[src/rtl/interp_lerp_engine_pkg.sv]
// Shared definitions for the pilot interpolation engine: mode and FSM encodings, width helpers.
// Latency: n/a (package only).
// Backpressure: n/a (package only).
package interp_pkg;

   typedef enum logic [1:0] {
      MODE_INTERP = 2'b00,
      MODE_EXTL   = 2'b01,
      MODE_EXTR   = 2'b10,
      MODE_HOLD   = 2'b11
   } mode_e;

   typedef enum logic [1:0] {
      IDLE = 2'b00,
      DIFF = 2'b01,
      EMIT = 2'b10
   } state_e;

   // Accumulator carries SH fractional bits plus two guard bits above the output range,
   // enough for the extrap-right worst case before saturation.
   function automatic int acc_width(input int out_w, input int sh);
      return out_w + sh + 2;
   endfunction

   // Largest positive value of a signed out_w-bit result; the minimum is its complement.
   function automatic longint sat_max(input int out_w);
      return (longint'(1) <<< (out_w - 1)) - 1;
   endfunction

endpackage

[src/rtl/interp_lerp_engine_lane.sv]
// One channel lane: latches Ea/Eb, forms d, runs the shift-add accumulator, rounds and saturates.
// Latency: output register loads in DIFF (first beat) and on each advance thereafter.
// Backpressure: accumulator and output hold whenever adv_i is low outside DIFF.
module interp_lane
   import interp_pkg::*;
#(
   parameter int IN_WIDTH  = 17,
   parameter int OUT_WIDTH = 19,
   parameter int SH        = 2
) (
   input  logic                 clk,
   input  logic                 rst,
   input  logic                 load_i,
   input  logic                 diff_i,
   input  logic                 adv_i,
   input  logic [1:0]           mode_i,
   input  logic [IN_WIDTH-1:0]  ea_i,
   input  logic [IN_WIDTH-1:0]  eb_i,
   output logic [OUT_WIDTH-1:0] out_o
);

   localparam int AW = acc_width(OUT_WIDTH, SH);
   localparam logic signed [AW-1:0] RND     = AW'(1 << (SH - 1));
   localparam logic signed [AW-1:0] SAT_MAX = AW'(sat_max(OUT_WIDTH));
   localparam logic signed [AW-1:0] SAT_MIN = ~SAT_MAX;

   logic signed [IN_WIDTH-1:0]  ea_q, eb_q;
   logic signed [IN_WIDTH:0]    d_q, d_d;
   logic signed [AW-1:0]        acc_q, acc_d;
   logic signed [AW-1:0]        ea_x, eb_x, dw_x, dq_x, start;
   logic signed [AW-1:0]        rs_src, rs_sum, rs_shr;
   logic        [OUT_WIDTH-1:0] out_q, out_d;

   assign ea_x = {{(AW-IN_WIDTH){ea_q[IN_WIDTH-1]}}, ea_q};
   assign eb_x = {{(AW-IN_WIDTH){eb_q[IN_WIDTH-1]}}, eb_q};
   assign dw_x = {{(AW-IN_WIDTH-1){d_d[IN_WIDTH]}}, d_d};
   assign dq_x = {{(AW-IN_WIDTH-1){d_q[IN_WIDTH]}}, d_q};
   assign out_o = out_q;

   // Pilot pair is captured only on the input handshake and held for the whole burst.
   always_ff @(posedge clk or posedge rst) begin
      if (rst) begin
         ea_q <= '0;
         eb_q <= '0;
      end else if (load_i) begin
         ea_q <= ea_i;
         eb_q <= eb_i;
      end
   end

   // Per-step increment; hold mode collapses it to zero so every beat repeats Ea.
   always_comb begin
      d_d = '0;
      if (mode_e'(mode_i) != MODE_HOLD) begin
         d_d = {eb_q[IN_WIDTH-1], eb_q} - {ea_q[IN_WIDTH-1], ea_q};
      end
   end

   // Start position of the burst in SH-bit fixed point.
   always_comb begin
      start = ea_x <<< SH;
      unique case (mode_e'(mode_i))
         MODE_EXTL: start = (ea_x <<< SH) - (dw_x <<< SH);
         MODE_EXTR: start = (eb_x <<< SH) + dw_x;
         default:   start = ea_x <<< SH;
      endcase
   end

   // In DIFF the first beat is produced straight from the start value, so the accumulator
   // is preloaded one step ahead and always holds the value for the next beat.
   always_comb begin
      acc_d = acc_q;
      d_d_unused: begin end
      if (diff_i) begin
         acc_d = start + dw_x;
      end else if (adv_i) begin
         acc_d = acc_q + dq_x;
      end
   end

   // Round half up with arithmetic shift, then clamp to the output range.
   always_comb begin
      rs_src = diff_i ? start : acc_q;
      rs_sum = rs_src + RND;
      rs_shr = rs_sum >>> SH;
      out_d  = out_q;
      if (diff_i || adv_i) begin
         if (rs_shr > SAT_MAX) begin
            out_d = SAT_MAX[OUT_WIDTH-1:0];
         end else if (rs_shr < SAT_MIN) begin
            out_d = SAT_MIN[OUT_WIDTH-1:0];
         end else begin
            out_d = rs_shr[OUT_WIDTH-1:0];
         end
      end
   end

   // Difference, accumulator and output registers.
   always_ff @(posedge clk or posedge rst) begin
      if (rst) begin
         d_q   <= '0;
         acc_q <= '0;
         out_q <= '0;
      end else begin
         if (diff_i) begin
            d_q <= d_d;
         end
         acc_q <= acc_d;
         out_q <= out_d;
      end
   end

endmodule

[src/rtl/interp_lerp_engine.sv]
// Pilot-pair to STEP-beat linear interp/extrap engine with NUM_CH identical lanes.
// Latency: accept in cycle T gives first out_valid in T+2; then one beat per cycle.
// Backpressure: out_ready low freezes data/idx/last and the accumulators; no input overlap.
module interp_lerp_engine
   import interp_pkg::*;
#(
   parameter int IN_WIDTH  = 17,
   parameter int OUT_WIDTH = 19,
   parameter int NUM_CH    = 2,
   parameter int STEP      = 4
) (
   input  logic                          clk,
   input  logic                          rst,
   input  logic [1:0]                    mode,
   input  logic                          in_valid,
   output logic                          in_ready,
   input  logic [NUM_CH*IN_WIDTH-1:0]    ea,
   input  logic [NUM_CH*IN_WIDTH-1:0]    eb,
   output logic                          out_valid,
   input  logic                          out_ready,
   output logic [NUM_CH*OUT_WIDTH-1:0]   out_data,
   output logic [$clog2(STEP)-1:0]       out_idx,
   output logic                          out_last
);

   localparam int SH = $clog2(STEP);
   localparam logic [SH-1:0] IDX_LAST = SH'(STEP - 1);

   state_e          state_q, state_d;
   logic [1:0]      mode_q;
   logic [SH-1:0]   idx_q, idx_d;
   logic            accept, diff, adv;

   // State register.
   always_ff @(posedge clk or posedge rst) begin
      if (rst) begin
         state_q <= IDLE;
      end else begin
         state_q <= state_d;
      end
   end

   // Next state and handshake decode; in_valid outside IDLE never reaches the datapath.
   always_comb begin
      state_d   = state_q;
      in_ready  = 1'b0;
      out_valid = 1'b0;
      accept    = 1'b0;
      diff      = 1'b0;
      adv       = 1'b0;
      unique case (state_q)
         IDLE: begin
            in_ready = 1'b1;
            if (in_valid) begin
               accept  = 1'b1;
               state_d = DIFF;
            end
         end
         DIFF: begin
            diff    = 1'b1;
            state_d = EMIT;
         end
         EMIT: begin
            out_valid = 1'b1;
            if (out_ready) begin
               adv = 1'b1;
               if (idx_q == IDX_LAST) begin
                  state_d = IDLE;
               end
            end
         end
         default: state_d = IDLE;
      endcase
   end

   // Beat index: cleared while the lanes load, bumped on every output handshake.
   always_comb begin
      idx_d = idx_q;
      if (diff) begin
         idx_d = '0;
      end else if (adv) begin
         idx_d = idx_q + 1'b1;
      end
   end

   // Mode and index registers.
   always_ff @(posedge clk or posedge rst) begin
      if (rst) begin
         mode_q <= MODE_INTERP;
         idx_q  <= '0;
      end else begin
         if (accept) begin
            mode_q <= mode;
         end
         idx_q <= idx_d;
      end
   end

   assign out_idx  = idx_q;
   assign out_last = out_valid && (idx_q == IDX_LAST);

   for (genvar g = 0; g < NUM_CH; g++) begin : g_lane
      interp_lane #(
         .IN_WIDTH  (IN_WIDTH),
         .OUT_WIDTH (OUT_WIDTH),
         .SH        (SH)
      ) u_lane (
         .clk    (clk),
         .rst    (rst),
         .load_i (accept),
         .diff_i (diff),
         .adv_i  (adv),
         .mode_i (mode_q),
         .ea_i   (ea[g*IN_WIDTH +: IN_WIDTH]),
         .eb_i   (eb[g*IN_WIDTH +: IN_WIDTH]),
         .out_o  (out_data[g*OUT_WIDTH +: OUT_WIDTH])
      );
   end

endmodule
[config.mk]
export PLATFORM = sky130hd
export DESIGN_NAME = interp_lerp_engine
export DESIGN_NICKNAME = d
export VERILOG_FILES = /design/src/rtl/interp_lerp_engine_pkg.sv /design/src/rtl/interp_lerp_engine_lane.sv /design/src/rtl/interp_lerp_engine.sv
export SDC_FILE = /design/constraint.sdc
export NUM_CORES = 1
export LEC_CHECK = 0
export CAP_MARGIN = 10
export CORE_UTILIZATION = 62
export DETAILED_ROUTE_END_ITERATION = 7
export PLACE_DENSITY = 0.83
export SKIP_LAST_GASP = 1
export SYNTH_ARGS = -nofsm -noshare
export SYNTH_HDL_FRONTEND = slang
export SYNTH_HIERARCHICAL = 1
export SYNTH_SLANG_ARGS = --single-unit
[constraint.sdc]
create_clock -name clk -period 8.35 [get_ports clk]
set_clock_uncertainty 0.05 [all_clocks]
set_input_delay 1.67 -clock clk [delete_from_list [all_inputs] [get_ports clk]]
set_output_delay 1.67 -clock clk [all_outputs]
set_load 0.02 [all_outputs]
=== After elaboration in Yosys (flattened, before gate mapping) ===
Cells that the tools add are included.

* Add/subtract/negate cells: 13
* Order comparisons: 4
* Equal/unequal tests: 9
* Mux-type cells: 27
* Reductions and logical operators: 5

{| class="wikitable"
|+ Operator list
! kind !! number
|-
| $mux W23 || 6
|-
| $add A23 B18 Y23 || 4
|-
| $pmux W23 S2 || 2
|-
| $mux W19 || 4
|-
| $add A23 B3 Y23 const B || 2
|-
| $gt A21 B19 Y1 const B || 2
|-
| $lt A21 B19 Y1 const B || 2
|-
| $sub A19 B20 Y21 || 2
|-
| $add A19 B18 Y20 || 2
|-
| $mux W18 || 2
|-
| $sub A17 B17 Y18 || 2
|-
| $mux W2 || 5
|-
| $ne A2 B2 Y1 const B || 4
|-
| $mux W1 || 7
|-
| $eq A2 B2 Y1 const B || 3
|-
| $pmux W2 S3 || 1
|-
| $eq A2 B1 Y1 const B || 2
|-
| $reduce_and A3 Y1 || 1
|-
| $add A2 B1 Y2 const B || 1
|-
| $logic_not A2 Y1 || 1
|-
| $reduce_bool A2 Y1 || 1
|-
| $logic_and A1 B1 Y1 || 1
|-
| $logic_or A1 B1 Y1 || 1
|}

* Register bits: 194
* Input port bits: 74
* Output and inout bits: 43
* Logic and storage cells: 71

=== Depth between registers and ports, before layout ===
Gate-level depths: netlist (run 1).

* Depth in word-level cells: 9
* Mapped depth: 33
* Mapped depth without buffers: 33

=== Modules after synthesis ===
Netlist (run 1), hierarchy kept.

{| class="wikitable"
|+ Modules (own cells, without submodules)
! module !! instances !! cells an instance !! area an instance (µm²) !! sequential area each (µm²)
|-
| interp_lane at g_lane[0].u_lane || 1 || 1201 || 9814.4 || 2352.3
|-
| interp_lane at g_lane[1].u_lane || 1 || 1111 || 9347.7 || 2352.3
|-
| interp_lerp_engine || 1 || 27 || 301.5 || 150.1
|}

=== Worst setup path before layout (run 1) ===
Ideal clock, no wire load.

* Kind: register to register
* From: register g_lane[1].u_lane.eb_q[0]
* To: register g_lane[1].u_lane.out_q[0]
* Library setup time: 66 ps
* Data arrival time: 5982 ps
* Required time: 8234 ps
* Path slack: 2252 ps
* Stages on the path, launching flop included: 31
* Buffers on the path: 1
* Period minus slack after synthesis: 6098 ps
* Cell sequence: dfrtp_1 inv_1 ha_1 inv_1 fa_1 a21o_1 a21oi_1 o21ai_0 a21oi_1 o21bai_1 a21oi_1 o21a_1 nor2_1 o31ai_1 xor2_1 nor2_1 inv_1 ha_1 and2_1 and3_1 a21boi_1 nand3b_1 a221o_1 o41a_1 mux2i_1 and4bb_1 and4_1 a311o_1 a21oi_2 buf_4 a221o_1

* Word-level cells in the longest chain between the ends: 9
* Elaborated cells between the ends (all ways): 11
* Those cells by class: 4 x add/sub; 2 x order compare; 5 x mux

{| class="wikitable"
|+ RTL lines
! item !! RTL line !! RTL
|-
| start, declared || interp_lerp_engine_lane.sv:27 || <nowiki>logic signed [IN_WIDTH-1:0] ea_q, eb_q;</nowiki>
|-
| start signal, assigned || interp_lerp_engine_lane.sv:47 || <nowiki>eb_q <= eb_i;</nowiki>
|-
| $sub A17 B17 Y18 (*) || interp_lerp_engine_lane.sv:55 || <nowiki>d_d = {eb_q[IN_WIDTH-1], eb_q} - {ea_q[IN_WIDTH-1], ea_q};</nowiki>
|-
| $mux W18 (*) || interp_lerp_engine_lane.sv:54 || <nowiki>if (mode_e'(mode_i) != MODE_HOLD) begin</nowiki>
|-
| net g_lane[1].u_lane.d_d[12] || interp_lerp_engine_lane.sv:28 || <nowiki>logic signed [IN_WIDTH:0] d_q, d_d;</nowiki>
|-
| $sub A19 B20 Y21 or $add A19 B18 Y20 (tied branches) || interp_lerp_engine_lane.sv:63, interp_lerp_engine_lane.sv:64 ||
|-
| $pmux W23 S2 (*) || interp_lerp_engine_lane.sv:62 || <nowiki>unique case (mode_e'(mode_i))</nowiki>
|-
| $mux W23 (*) || interp_lerp_engine_lane.sv:83 || <nowiki>rs_src = diff_i ? start : acc_q;</nowiki>
|-
| $add A23 B3 Y23 (*) || interp_lerp_engine_lane.sv:84 || <nowiki>rs_sum = rs_src + RND;</nowiki>
|-
| $lt A21 B19 Y1 || interp_lerp_engine_lane.sv:90 || <nowiki>end else if (rs_shr < SAT_MIN) begin</nowiki>
|-
| $mux W19 || interp_lerp_engine_lane.sv:90 ||
|-
| $mux W19 (*) || interp_lerp_engine_lane.sv:88 || <nowiki>if (rs_shr > SAT_MAX) begin</nowiki>
|-
| end signal, assigned || interp_lerp_engine_lane.sv:109 || <nowiki>out_q <= out_d;</nowiki>
|-
| end, declared || interp_lerp_engine_lane.sv:32 || <nowiki>logic [OUT_WIDTH-1:0] out_q, out_d;</nowiki>
|}

Mark *: on every way through the listed nets, which the timed path passes. The rest lies on a longest branch.
A chain may end at the register's enable or synchronous reset.

=== Worst setup path in the final report (run 1) ===
* From: register g_lane[1].u_lane.ea_q[1]
* To: register g_lane[1].u_lane.out_q[1]

* Word-level cells in the longest chain between the ends: 9
* Elaborated cells between the ends (all ways): 11
* Those cells by class: 4 x add/sub; 2 x order compare; 5 x mux

{| class="wikitable"
|+ RTL lines
! item !! RTL line !! RTL
|-
| start, declared || interp_lerp_engine_lane.sv:27 ||
|-
| start signal, assigned || interp_lerp_engine_lane.sv:46 || <nowiki>ea_q <= ea_i;</nowiki>
|-
| $sub A17 B17 Y18 (*) || interp_lerp_engine_lane.sv:55 ||
|-
| $mux W18 (*) || interp_lerp_engine_lane.sv:54 ||
|-
| net g_lane[1].u_lane.d_d[13] || interp_lerp_engine_lane.sv:28 ||
|-
| $sub A19 B20 Y21 or $add A19 B18 Y20 (tied branches) || interp_lerp_engine_lane.sv:63, interp_lerp_engine_lane.sv:64 ||
|-
| $pmux W23 S2 (*) || interp_lerp_engine_lane.sv:62 ||
|-
| $mux W23 (*) || interp_lerp_engine_lane.sv:83 ||
|-
| $add A23 B3 Y23 (*) || interp_lerp_engine_lane.sv:84 ||
|-
| $lt A21 B19 Y1 || interp_lerp_engine_lane.sv:90 ||
|-
| $mux W19 || interp_lerp_engine_lane.sv:90 ||
|-
| $mux W19 (*) || interp_lerp_engine_lane.sv:88 ||
|}

Marks and branches as above.

==> out/qor.txt, run 1 <==
===================================================================================
Seq cells post-synth                                                            194
Status                                                                 finished, violations left
Kind of launch point of the worst setup path                              flip-flop
Residual DRC                                                                     14
Async set-reset flop share out of synthesis                                    100%
Layout cells sized above 1                                                    8.42%
Starting DRT DRC Count                                                        1,463
Post-synthesis sequential area ratio                                          24.9%
WHS Path Cells                                                                    2
Yosys synthesis warning count                                                     6
Combined area of all synthesized cells                                   19,500 µm²
Dominant synthesized flop cell                                         sky130_fd_sc_hd__dfrtp_1
Headroom to the max-slew limit                                                30.2%
Number of port buffers                                                          116
Core Area                                                                30,700 µm²
Total number of clock tree sinks                                                194
First-pass DRT Iterations                                                         8
TritonCTS clock tree                                                           done
Stage delay of the slowest cell on the critical path                        0.67 ns
Max Freq                                                                    128 MHz
Antenna cells                                                                     0
Net total in the final layout                                                 2,676
Endpoint kind of the worst setup timing path                              flip-flop
R2R Path End                                                           g_lane[1].u_lane/out_o[1]
Placed cell count                                                             2,778
Top fanout value on the critical path                                            18
Root buffer selected by CTS                                            sky130_fd_sc_hd__clkbuf_16
Initial antenna violation count                                                   0
Post-synthesis instance total                                                 2,339
Clock latency reported for the late side of the worst-skew pair             0.46 ns
Net Count, Synth                                                              2,614
Count of placed standard cells in the final layout, fillers left out          2,807
Cell area reported after detailed placement                              20,900 µm²
Starting density of the core                                                  63.3%
Number of instances resized during post-cts repair                                0
Overall routed net length                                                   59.2 mm
Final worst path period need                                                7.81 ns
H-tree depth reported by CTS                                                      4
Via/cell ratio                                                                 6.57
Average wire length per cell after detail routing                           21.1 µm
Slew at the pin closest to its max-slew limit                               1.05 ns
Yosys cell types                                                                115
Post CTS Setup Buffer Count                                                       0
End point of the most critical hold path                               g_lane[0].u_lane/d_q[0]
Total die area                                                           32,100 µm²
Number of violations of the max-capacitance limit                                 0
Crit path max-delay cell type                                          sky130_fd_sc_hd__o41ai_1
Final Wtd Congestion                                                          0.978
Placement Rows                                                                   64
Clock transition at the registers of the reported paths                     0.07 ns
Failing checks                                                         design-rule violations
First-pass GRT wire length                                                  93.9 mm
Setup WS pre-CTS                                                           0.803 ns
WS Path Type                                                             reg -> reg
Worst EP arrival                                                            8.14 ns
Layout Area Growth over Synthesis                                             10.0%
Pins Over Slew Limit                                                              0
HPWL after DPL                                                              45.7 mm
Leftover overflow at the end of global routing                                    0
Unrepaired setup endpoints after global routing                                 yes
Type of the most critical hold path                                      reg -> reg
Part of the cycle the worst path needs                                        93.5%
Data required, critical path                                                8.69 ns
Maximum number of pins on one net before global-route repair                    105
Total number of vias                                                          18.4k
Horizontal extent of the die                                                 179 µm
Average footprint of a synthesized cell                                    8.32 µm²
Final Cell Area                                                          21,400 µm²
I/O pins                                                                        117
Hold bufs inserted after CTS                                                      0
Post-Route Utilization                                                        69.7%
Reg2Reg Setup Slack                                                         0.54 ns
Number of CTS-inserted buffers                                                   17
Number of hold-slack violations in the final timing report                        0
Total global-route track usage                                                37.5%
Number of synthesized flops with an enable pin                                    0
Cell repeated most along the worst path                                sky130_fd_sc_hd__o21ai_0
Cell depth of the worst flop-to-flop path                                        26
Endpoints failing setup                                                           0
Number of global-route vias before repair                                     18.1k
Startpoint of the lowest-slack register-to-register path               g_lane[1].u_lane/ea_q[1]
Number of inserted filler cells in the final layout                           2,528
Hold path startpoint                                                   g_lane[0].u_lane/d_q[0]
Post-detailed-route count of antenna-violating nets                               0
Setup WS post-layout                                                       0.544 ns
Die height                                                                   179 µm
Buffers from clock root to sink, at most                                          2
===================================================================================
[sequential cells by signal, summed over array words and instances (netlist names)]
name	flops
g_lane.u_lane/eb_q	34
state_q	2
mode_q	2
g_lane.u_lane/acc_q	46
g_lane.u_lane/out_o	38
out_idx	2
g_lane.u_lane/d_q	36
g_lane.u_lane/ea_q	34
[layout by cell type (no fill, tap or decap), types with 11 or more instances in the layout]
| master | instances |
|---|---|
| sky130_fd_sc_hd__a211oi_1 | 17 |
| sky130_fd_sc_hd__a21o_1 | 42 |
| sky130_fd_sc_hd__a21oi_1 | 164 |
| sky130_fd_sc_hd__a221o_1 | 22 |
| sky130_fd_sc_hd__a22oi_1 | 11 |
| sky130_fd_sc_hd__a31oi_1 | 31 |
| sky130_fd_sc_hd__and2_1 | 15 |
| sky130_fd_sc_hd__and3_1 | 12 |
| sky130_fd_sc_hd__buf_4 | 17 |
| sky130_fd_sc_hd__clkbuf_16 | 17 |
| sky130_fd_sc_hd__clkdlybuf4s50_1 | 116 |
| sky130_fd_sc_hd__dfrtp_1 | 194 |
| sky130_fd_sc_hd__ha_1 | 193 |
| sky130_fd_sc_hd__inv_1 | 138 |
| sky130_fd_sc_hd__mux2_2 | 74 |
| sky130_fd_sc_hd__mux2i_1 | 45 |
| sky130_fd_sc_hd__nand2_1 | 226 |
| sky130_fd_sc_hd__nand2b_1 | 42 |
| sky130_fd_sc_hd__nand3_1 | 62 |
| sky130_fd_sc_hd__nand3b_1 | 18 |
| sky130_fd_sc_hd__nand4_1 | 13 |
| sky130_fd_sc_hd__nor2_1 | 166 |
| sky130_fd_sc_hd__nor2b_1 | 39 |
| sky130_fd_sc_hd__nor3_1 | 58 |
| sky130_fd_sc_hd__nor4_1 | 11 |
| sky130_fd_sc_hd__o211ai_1 | 12 |
| sky130_fd_sc_hd__o21a_1 | 33 |
| sky130_fd_sc_hd__o21ai_0 | 165 |
| sky130_fd_sc_hd__o21bai_1 | 11 |
| sky130_fd_sc_hd__o31ai_1 | 18 |
| sky130_fd_sc_hd__or2_2 | 16 |
| sky130_fd_sc_hd__or3_1 | 23 |
| sky130_fd_sc_hd__xnor2_1 | 74 |
| sky130_fd_sc_hd__xor2_1 | 55 |
[synthesized netlist by cell type, types with 9 or more instances]
| master | n | area [µm²] |
|---|---|---|
| sky130_fd_sc_hd__mux2_2 | 74 | 833 |
| sky130_fd_sc_hd__nand2b_1 | 42 | 263 |
| sky130_fd_sc_hd__a21oi_1 | 165 | 826 |
| sky130_fd_sc_hd__ha_1 | 193 | 2410 |
| sky130_fd_sc_hd__dfrtp_1 | 194 | 4850 |
| sky130_fd_sc_hd__a31oi_1 | 31 | 194 |
| sky130_fd_sc_hd__a22oi_1 | 11 | 82.6 |
| sky130_fd_sc_hd__o21ai_1 | 10 | 50.1 |
| sky130_fd_sc_hd__inv_1 | 140 | 526 |
| sky130_fd_sc_hd__and3_1 | 12 | 75.1 |
| sky130_fd_sc_hd__or3_1 | 23 | 144 |
| sky130_fd_sc_hd__o211ai_1 | 12 | 90.1 |
| sky130_fd_sc_hd__nor4_1 | 11 | 68.8 |
| sky130_fd_sc_hd__mux2i_1 | 45 | 450 |
| sky130_fd_sc_hd__o21a_1 | 33 | 248 |
| sky130_fd_sc_hd__nand4_2 | 10 | 125 |
| sky130_fd_sc_hd__buf_2 | 13 | 65.1 |
| sky130_fd_sc_hd__nor3_1 | 58 | 290 |
| sky130_fd_sc_hd__xor2_1 | 55 | 482 |
| sky130_fd_sc_hd__a221o_1 | 22 | 220 |
| sky130_fd_sc_hd__a211oi_1 | 17 | 128 |
| sky130_fd_sc_hd__or2_2 | 16 | 100 |
| sky130_fd_sc_hd__o21ai_0 | 165 | 826 |
| sky130_fd_sc_hd__nand2_1 | 226 | 848 |
| sky130_fd_sc_hd__buf_1 | 17 | 63.8 |
| sky130_fd_sc_hd__nand4_1 | 13 | 81.3 |
| sky130_fd_sc_hd__o21bai_1 | 11 | 82.6 |
| sky130_fd_sc_hd__nand3b_1 | 18 | 135 |
| sky130_fd_sc_hd__nand3_1 | 62 | 310 |
| sky130_fd_sc_hd__nor2b_1 | 40 | 250 |
| sky130_fd_sc_hd__and2_1 | 16 | 100 |
| sky130_fd_sc_hd__o31ai_1 | 18 | 135 |
| sky130_fd_sc_hd__a211o_1 | 10 | 87.6 |
| sky130_fd_sc_hd__nor2_1 | 166 | 623 |
| sky130_fd_sc_hd__o2111ai_1 | 9 | 78.8 |
| sky130_fd_sc_hd__clkbuf_1 | 53 | 199 |
| sky130_fd_sc_hd__a21o_1 | 42 | 315 |
| sky130_fd_sc_hd__xnor2_1 | 74 | 648 |
[routing by layer]
| layer | GRT usage, % | part of all wire, % |
|---|---|---|
| met1 | 43.6 | 40 |
| met2 | 66.0 | 49 |
| met3 | 4.83 | 5.3 |
| met4 | 21.8 | 6.2 |
| met5 | 0 | 0 |
[worst max-delay path by stage]
stage	endpoint	slack [ns]	from
global route	g_lane[1].u_lane/out_o[1]	-0.01	g_lane[1].u_lane/ea_q[1]
finish	g_lane[1].u_lane/out_o[1]	0.54	g_lane[1].u_lane/ea_q[1]
CTS	g_lane[1].u_lane/out_o[14]	0.70	g_lane[1].u_lane/ea_q[1]
detailed placement	g_lane[0].u_lane/out_o[8]	0.80	g_lane[0].u_lane/ea_q[1]
floorplan	g_lane[1].u_lane/out_o[0]	2.25	g_lane[1].u_lane/eb_q[0]
global placement	g_lane[1].u_lane/out_o[4]	1.05	g_lane[1].u_lane/ea_q[1]
[final cells by class]
class                      instances  area, µm²  share of cell area, %
clock buffer                      19        443                   2.07
timing repair buffer             133       1290                   6.02
multi-input combinational       1912      13700                   63.9
tap                              396        495                   2.31
sequential                       194       4850                   22.7
inverter                         143        542                   2.53
clock inverter                    10        101                  0.473
[critical path: cells and delay by family (launching register included)]
family	cells	cell delay, ns
DFF	1	0.41
xor gates and xnor gates	1	0.19
adders and majority gates	2	0.77
buffers and inverters	1	0.23
and+or+nand+nor	5	0.81
AOI/OAI and AO/OA	15	4.58
muxes	2	0.70
[kinds of logic (layout without fill, tap and decap cells)]
logic type	count (synthesis)	count (layout)	synth area share, %
simple gates	765	765	20.1
xor+xnor	129	129	5.80
compound gates	694	694	24.2
buf+inv	233	305	4.80
flops	194	194	24.9
fa+ha+maj	201	201	13.2
mux	123	123	6.92
[stage by stage]
step                hold WS (ns)  TNS [ns]
floorplan                  0.405         0
global placement           0.418         0
detailed placement         0.431         0
CTS                        0.449         0
global route               0.473   -0.0188
finish                     0.449         0
Power of run 1 is not shown: default switching activity piles up to over one toggle a cycle in this logic, so the estimate is an artifact.
==> run 2, diff against run 1 <==
--- a/config.mk
+++ b/config.mk
@@ -8,6 +8,7 @@
 export CAP_MARGIN = 10
 export CORE_UTILIZATION = 62
 export DETAILED_ROUTE_END_ITERATION = 7
+export HOLD_SLACK_MARGIN = 0.1
 export PLACE_DENSITY = 0.83
 export SKIP_LAST_GASP = 1
 export SYNTH_ARGS = -nofsm -noshare
==> constraint.sdc (replaced) <==
create_clock -name clk -period 8.35 [get_ports clk]
set_clock_uncertainty 0.05 [all_clocks]
set_input_delay 1.2525 -clock clk [delete_from_list [all_inputs] [get_ports clk]]
set_output_delay 1.2525 -clock clk [all_outputs]
set_load 0.02 [all_outputs]
==> results of run 2 <==
The final DEF is identical to that of run 1. Status: finished, violations left: design-rule violations.
Power of run 2 is left out for the same reason.
==> edit 1: new RTL, config.mk and constraints of run 2 <==
The 3 states of `state_e` get a one-hot encoding in 3 bits.
--- a/src/rtl/interp_lerp_engine_pkg.sv
+++ b/src/rtl/interp_lerp_engine_pkg.sv
@@ -11,8 +11,8 @@
    } mode_e;
 
-   typedef enum logic [1:0] {
-      IDLE = 2'b00,
-      DIFF = 2'b01,
-      EMIT = 2'b10
+   typedef enum logic [2:0] {
+      IDLE = 3'b001,
+      DIFF = 3'b010,
+      EMIT = 3'b100
    } state_e;
 
Behaviour: no difference found for any inputs over 4 cycles, from zero or initial values and one cycle with rst high; so few cycles prove little.
==> edit 1 against run 2 <==
Utilization rose by 0.28 points; sequential cell count rose by 1; sequential share of layout area barely moved; die area rose by 0.56%; the run still ends with DRC left; worst hold slack improved by 0.0068 ns; worst setup slack improved by 0.021 ns; final cell count rose by 0.53%; area after synthesis rose by 0.57%; largest cell class unchanged; design area rose by 0.66%; wire length rose by 0.84%.
Power is left out: the tool's default activity adds up to more than one toggle a clock period on the data nets, which glitch-free logic cannot reach.
==> edit 1: results (changes against run 2) <==
- Vias in the first global route: 18,600 (+3.0%)
- Adder-Cell Fraction of Synth Area: 0.132 (-0.000753)
- H-tree levels: 4 (unchanged)
- Status: finished, violations left
- Seq/Total Area, Yosys: 0.249 (about the same)
- Clk_lat worst skew: 0.47 ns
- R2r worst-path depth: 27 (+3.8%)
- CP delay by family, top: compound AO/OA/AOI/OAI gates
- Post-synthesis mux area share: 0.0690 (-0.000202)
- # DRC: 9 (-5)
- Post-Syn Nets: 2,626 (+0.46%)
- Reg with most FFs: g_lane.u_lane/acc_q
- Least-Margin Pin Slew: 1.20 ns (+0.150 ns)
- Asr flop ratio synth: 1.00 (unchanged)
- Synth Area in Compound Gates: 0.242 (-0.000292)
- Setup violations, final: 0 (unchanged)
- Gr usage total: 0.373 (-0.00261)
- Drt first-iter violations: 1,137 (-22%)
- Min-Delay Path Depth: 2 (unchanged)
- RePlAce Congestion: 1.05 (+7.4%)
- First-pass GRT wire length: 95,600 µm (+1.8%)
- Distinct cell type count after synthesis: 114 (-0.87%)
- Top post-synthesis cells by area: dfrtp_1 25%, ha_1 12%, mux2_2 4.3%
- Layout cells sized above 1: 0.0866 (+0.00236)
- Commonest cells post-synth: 224 x nand2_1, 194 x dfrtp_1, 193 x ha_1
- Synth Area in XOR/XNOR: 0.0577 (-0.000330)
- Post-synth EDFFs: 0 (unchanged)
- Initial antenna violation count: 0 (unchanged)
- Failing checks: DRC
- Slowest cell on crit path: or2_1
- CTS Buffer Depth: 2 (unchanged)
- Worst-path maximum fanout: 18 (unchanged)
- Root buffer cell: clkbuf_16
- Detailed Place HPWL: 45,400 µm (-0.47%)
- Fin nets: 2,688 (+0.45%)
- Via Count: 18,600 (+1.1%)
- Ys Warns: 6 (unchanged)
- Crit. path cell count: 27 (+3.8%)
- Largest family of logic cells by synthesized area: compound AO/OA/AOI/OAI gates
- Drt total wl: 59,700 µm (+0.84%)
-- edit 1: per-stage QoR --
step | setup slack [ns] | utilization | std cells | hold WS [ns] | instance area (µm²)
2_1_floorplan | 2.25 | - | 2351 | 0.405 | 19600
3_3_place_gp | 1.12 | 0.680 | 2790 | 0.427 | 21000
3_5_place_dp | 0.679 | 0.680 | 2790 | 0.436 | 21000
4_1_cts | 0.664 | 0.699 | 2822 | 0.453 | 21600
5_1_grt | 0.111 | 0.699 | 2822 | 0.478 | 21600
6_report | 0.564 | 0.699 | 2822 | 0.455 | 21600
-- edit 1: cell type report --
cell class,count,area [µm²]
fill,2559,9270
tap,396,495
clock buffer,19,443
timing repair buffer,136,1310
sequential,195,4880
inverter,145,549
clock inverter,13,139
multi-input combinational,1918,13700
-- edit 1: layer usage --
metal	share of wire	vias up	GRT usage
met5	0	-	0
met4	0.085	0	0.301
met3	0.045	261	0.0474
met2	0.50	725	0.667
met1	0.37	8885	0.397
li1	-	8756	-
-- edit 1: path summary, 6_finish.rpt --
check | from | end | slack [ns]
setup / recovery | g_lane[0].u_lane/ea_q[1] | g_lane[0].u_lane/out_o[10] | 0.56
hold / removal | g_lane[0].u_lane/d_q[0] | g_lane[0].u_lane/d_q[0] | 0.46
setup reg to reg | g_lane[0].u_lane/ea_q[1] | g_lane[0].u_lane/out_o[10] | 0.56
hold reg to reg | g_lane[0].u_lane/d_q[0] | g_lane[0].u_lane/d_q[0] | 0.46
max in group asynchronous | rst | g_lane[0].u_lane/eb_q[0] | 5.76
min in group asynchronous | rst | mode_q[0] | 1.19
-- edit 1: what timing repair did --
| item | 4_1_cts | 5_1_grt |
|---|---|---|
| hold buffers | 0 | 0 |
| hold endpoints to repair | 0 | 0 |
| endpoints found under the setup margin | 0 | 17 |
| resized for setup | 0 | 2 |
-- edit 1: worst min-delay path, delay by kind of cell (launching register included) --
| family | cells | cell delay (ns) |
|---|---|---|
| DFF | 1 | 0.36 |
| and+or+nand+nor | 1 | 0.06 |
| AOI/OAI and AO/OA | 1 | 0.05 |
-- edit 1: logic make-up after synthesis --
group / Yosys count
AO/OA/AOI/OAI: 698
buffers and inverters: 238
AND/OR/NAND/NOR: 766
flip-flops: 195
XOR/XNOR: 129
multiplexers: 124
adder cells (fa/ha/maj): 201
==> edit 2: new RTL, config.mk and constraints of run 2 <==
Made on the original files. `IN_WIDTH` is set to 17 in 2 places; all go to 21.
--- a/src/rtl/interp_lerp_engine_lane.sv
+++ b/src/rtl/interp_lerp_engine_lane.sv
@@ -5,5 +5,5 @@
    import interp_pkg::*;
 #(
-   parameter int IN_WIDTH  = 17,
+   parameter int IN_WIDTH  = 21,
    parameter int OUT_WIDTH = 19,
    parameter int SH        = 2
--- a/src/rtl/interp_lerp_engine.sv
+++ b/src/rtl/interp_lerp_engine.sv
@@ -5,5 +5,5 @@
    import interp_pkg::*;
 #(
-   parameter int IN_WIDTH  = 17,
+   parameter int IN_WIDTH  = 21,
    parameter int OUT_WIDTH = 19,
    parameter int NUM_CH    = 2,
Ports: changed (resized ea and eb); port bits go from 117 to 133. No check against the original RTL was run, so the function may have changed too.
==> edit 2 against run 2 <==
Area after synthesis up 14%; worst setup slack better by 0.72 ns; synthesized cell count increased by 12%; sequential cell count up 24; via count rose by 14%; wire length grew 13%; design area increased by 15%.
Power is not shown: default switching activity piles up to over one toggle a cycle in this logic, so the estimate is an artifact.
==> edit 2: results (changes against run 2) <==
- Status: finished clean
- Num CTS Buffers: 26 (+9)
- Critical Path AT: 7.51 ns (-0.63 ns)
- Top post-synthesis cells by area: dfrtp_1 25%, ha_1 12%, mux2_2 5.0%
- Post-Syn Nets: 2,932 (+12%)
- Port bufs: 132 (+14%)
- Worst-path maximum fanout: 6 (-12)
- Distinct cell type count after synthesis: 128 (+11%)
- CTS Buffer Depth: 3 (+1)
- R2r worst-path depth: 27 (+3.8%)
- Drt total wl: 66,700 µm (+13%)
- Vias per cell: 6.63 (+0.95%)
- Vias in the first global route: 19,100 (+5.8%)
- Gr usage total: 0.367 (-0.00886)
- Critical R2R Launch: g_lane[0].u_lane/ea_q[1]
- Drt first-iter violations: 2,188 (+50%)
- Detailed Place HPWL: 51,300 µm (+12%)
- Largest net degree at the start of global routing: 183 (+74%)
- Clk_lat worst skew: 0.57 ns (+0.11 ns)
- First-pass GRT wire length: 105,000 µm (+12%)
- Slew headroom: 0.216 (-0.0855)
- RePlAce Congestion: 0.953 (-2.5%)
- Reg2reg end: g_lane[0].u_lane/acc_q[22]
- Layout cells sized above 1: 0.0924 (+0.00816)
- Fin nets: 3,002 (+12%)
- Drt pass-1 iters: 6 (-2)
- H-tree levels: 1 (-3)
==> edit 2: layout make-up <==
class	instances	share of cell area
Multi-Input combinational cell	2146	0.637
Sequential cell	218	0.222
Timing Repair Buffer	149	0.0594
Clock buffer	37	0.0306
Tap cell	455	0.0232
Inverter	148	0.0228
Clock inverter	9	0.00459
==> edit 2: kinds of logic after synthesis <==
| family | share of synthesized area |
|---|---|
| compound gates | 0.262 |
| simple gates | 0.179 |
| buf+inv | 0.0461 |
| fa+ha+maj | 0.129 |
| flops | 0.247 |
| xor+xnor | 0.0630 |
| mux | 0.0739 |
==> edit 2: worst min-delay path by stage <==
stage,from,end,slack (ns),cells after the start
global route,g_lane[0].u_lane/out_o[3],g_lane[0].u_lane/out_o[3],0.48,1
global placement,g_lane[0].u_lane/out_o[18],g_lane[0].u_lane/out_o[18],0.42,2
floorplan,g_lane[0].u_lane/d_q[0],g_lane[0].u_lane/d_q[0],0.44,1
detailed placement,g_lane[1].u_lane/out_o[8],g_lane[1].u_lane/out_o[8],0.44,2
CTS,g_lane[1].u_lane/out_o[8],g_lane[1].u_lane/out_o[8],0.46,2
finish,g_lane[1].u_lane/out_o[17],g_lane[1].u_lane/out_o[17],0.46,2
==> edit 2: per-stage QoR <==
step | setup slack, ns | hold slack [ns] | std cells | instance area [µm²] | util
after floorplan | 2.35 | 0.437 | 2619 | 22100 | -
after global placement | 1.55 | 0.417 | 3115 | 23700 | 0.681
after detailed placement | 1.49 | 0.442 | 3115 | 23700 | 0.681
after CTS | 1.45 | 0.455 | 3161 | 24500 | 0.705
after global routing | 0.687 | 0.475 | 3162 | 24600 | 0.706
final | 1.26 | 0.458 | 3162 | 24600 | 0.706
==> edit 2: metal layers <==
metal / track usage / vias up / share of wire
met3: 0.0850 / 77 / 0.12
met1: 0.580 / 9989 / 0.48
met5: 0 / - / 0
met4: 0.0606 / 0 / 0.015
met2: 0.500 / 1059 / 0.39
li1: - / 9834 / -
==> edit 2: worst max-delay path, stage by stage (launching register included) <==
cell,delay (ns)
dfrtp_1,0.47
inv_1,0.12
ha_1,0.29
nor2b_1,0.14
o31a_1,0.28
o41a_1,0.35
a21oi_1,0.22
o21bai_1,0.09
a21oi_1,0.18
xnor2_1,0.13
nor2b_1,0.43
ha_1,0.39
a21oi_1,0.29
o21ai_0,0.19
a41oi_1,0.22
xnor2_1,0.14
a221oi_1,0.76
inv_1,0.11
ha_1,0.34
a21oi_1,0.14
a31oi_1,0.10
a41o_1,0.31
o41a_1,0.37
a41o_1,0.27
nor2_1,0.22
o21bai_1,0.11
xor2_1,0.15
o211ai_1,0.17
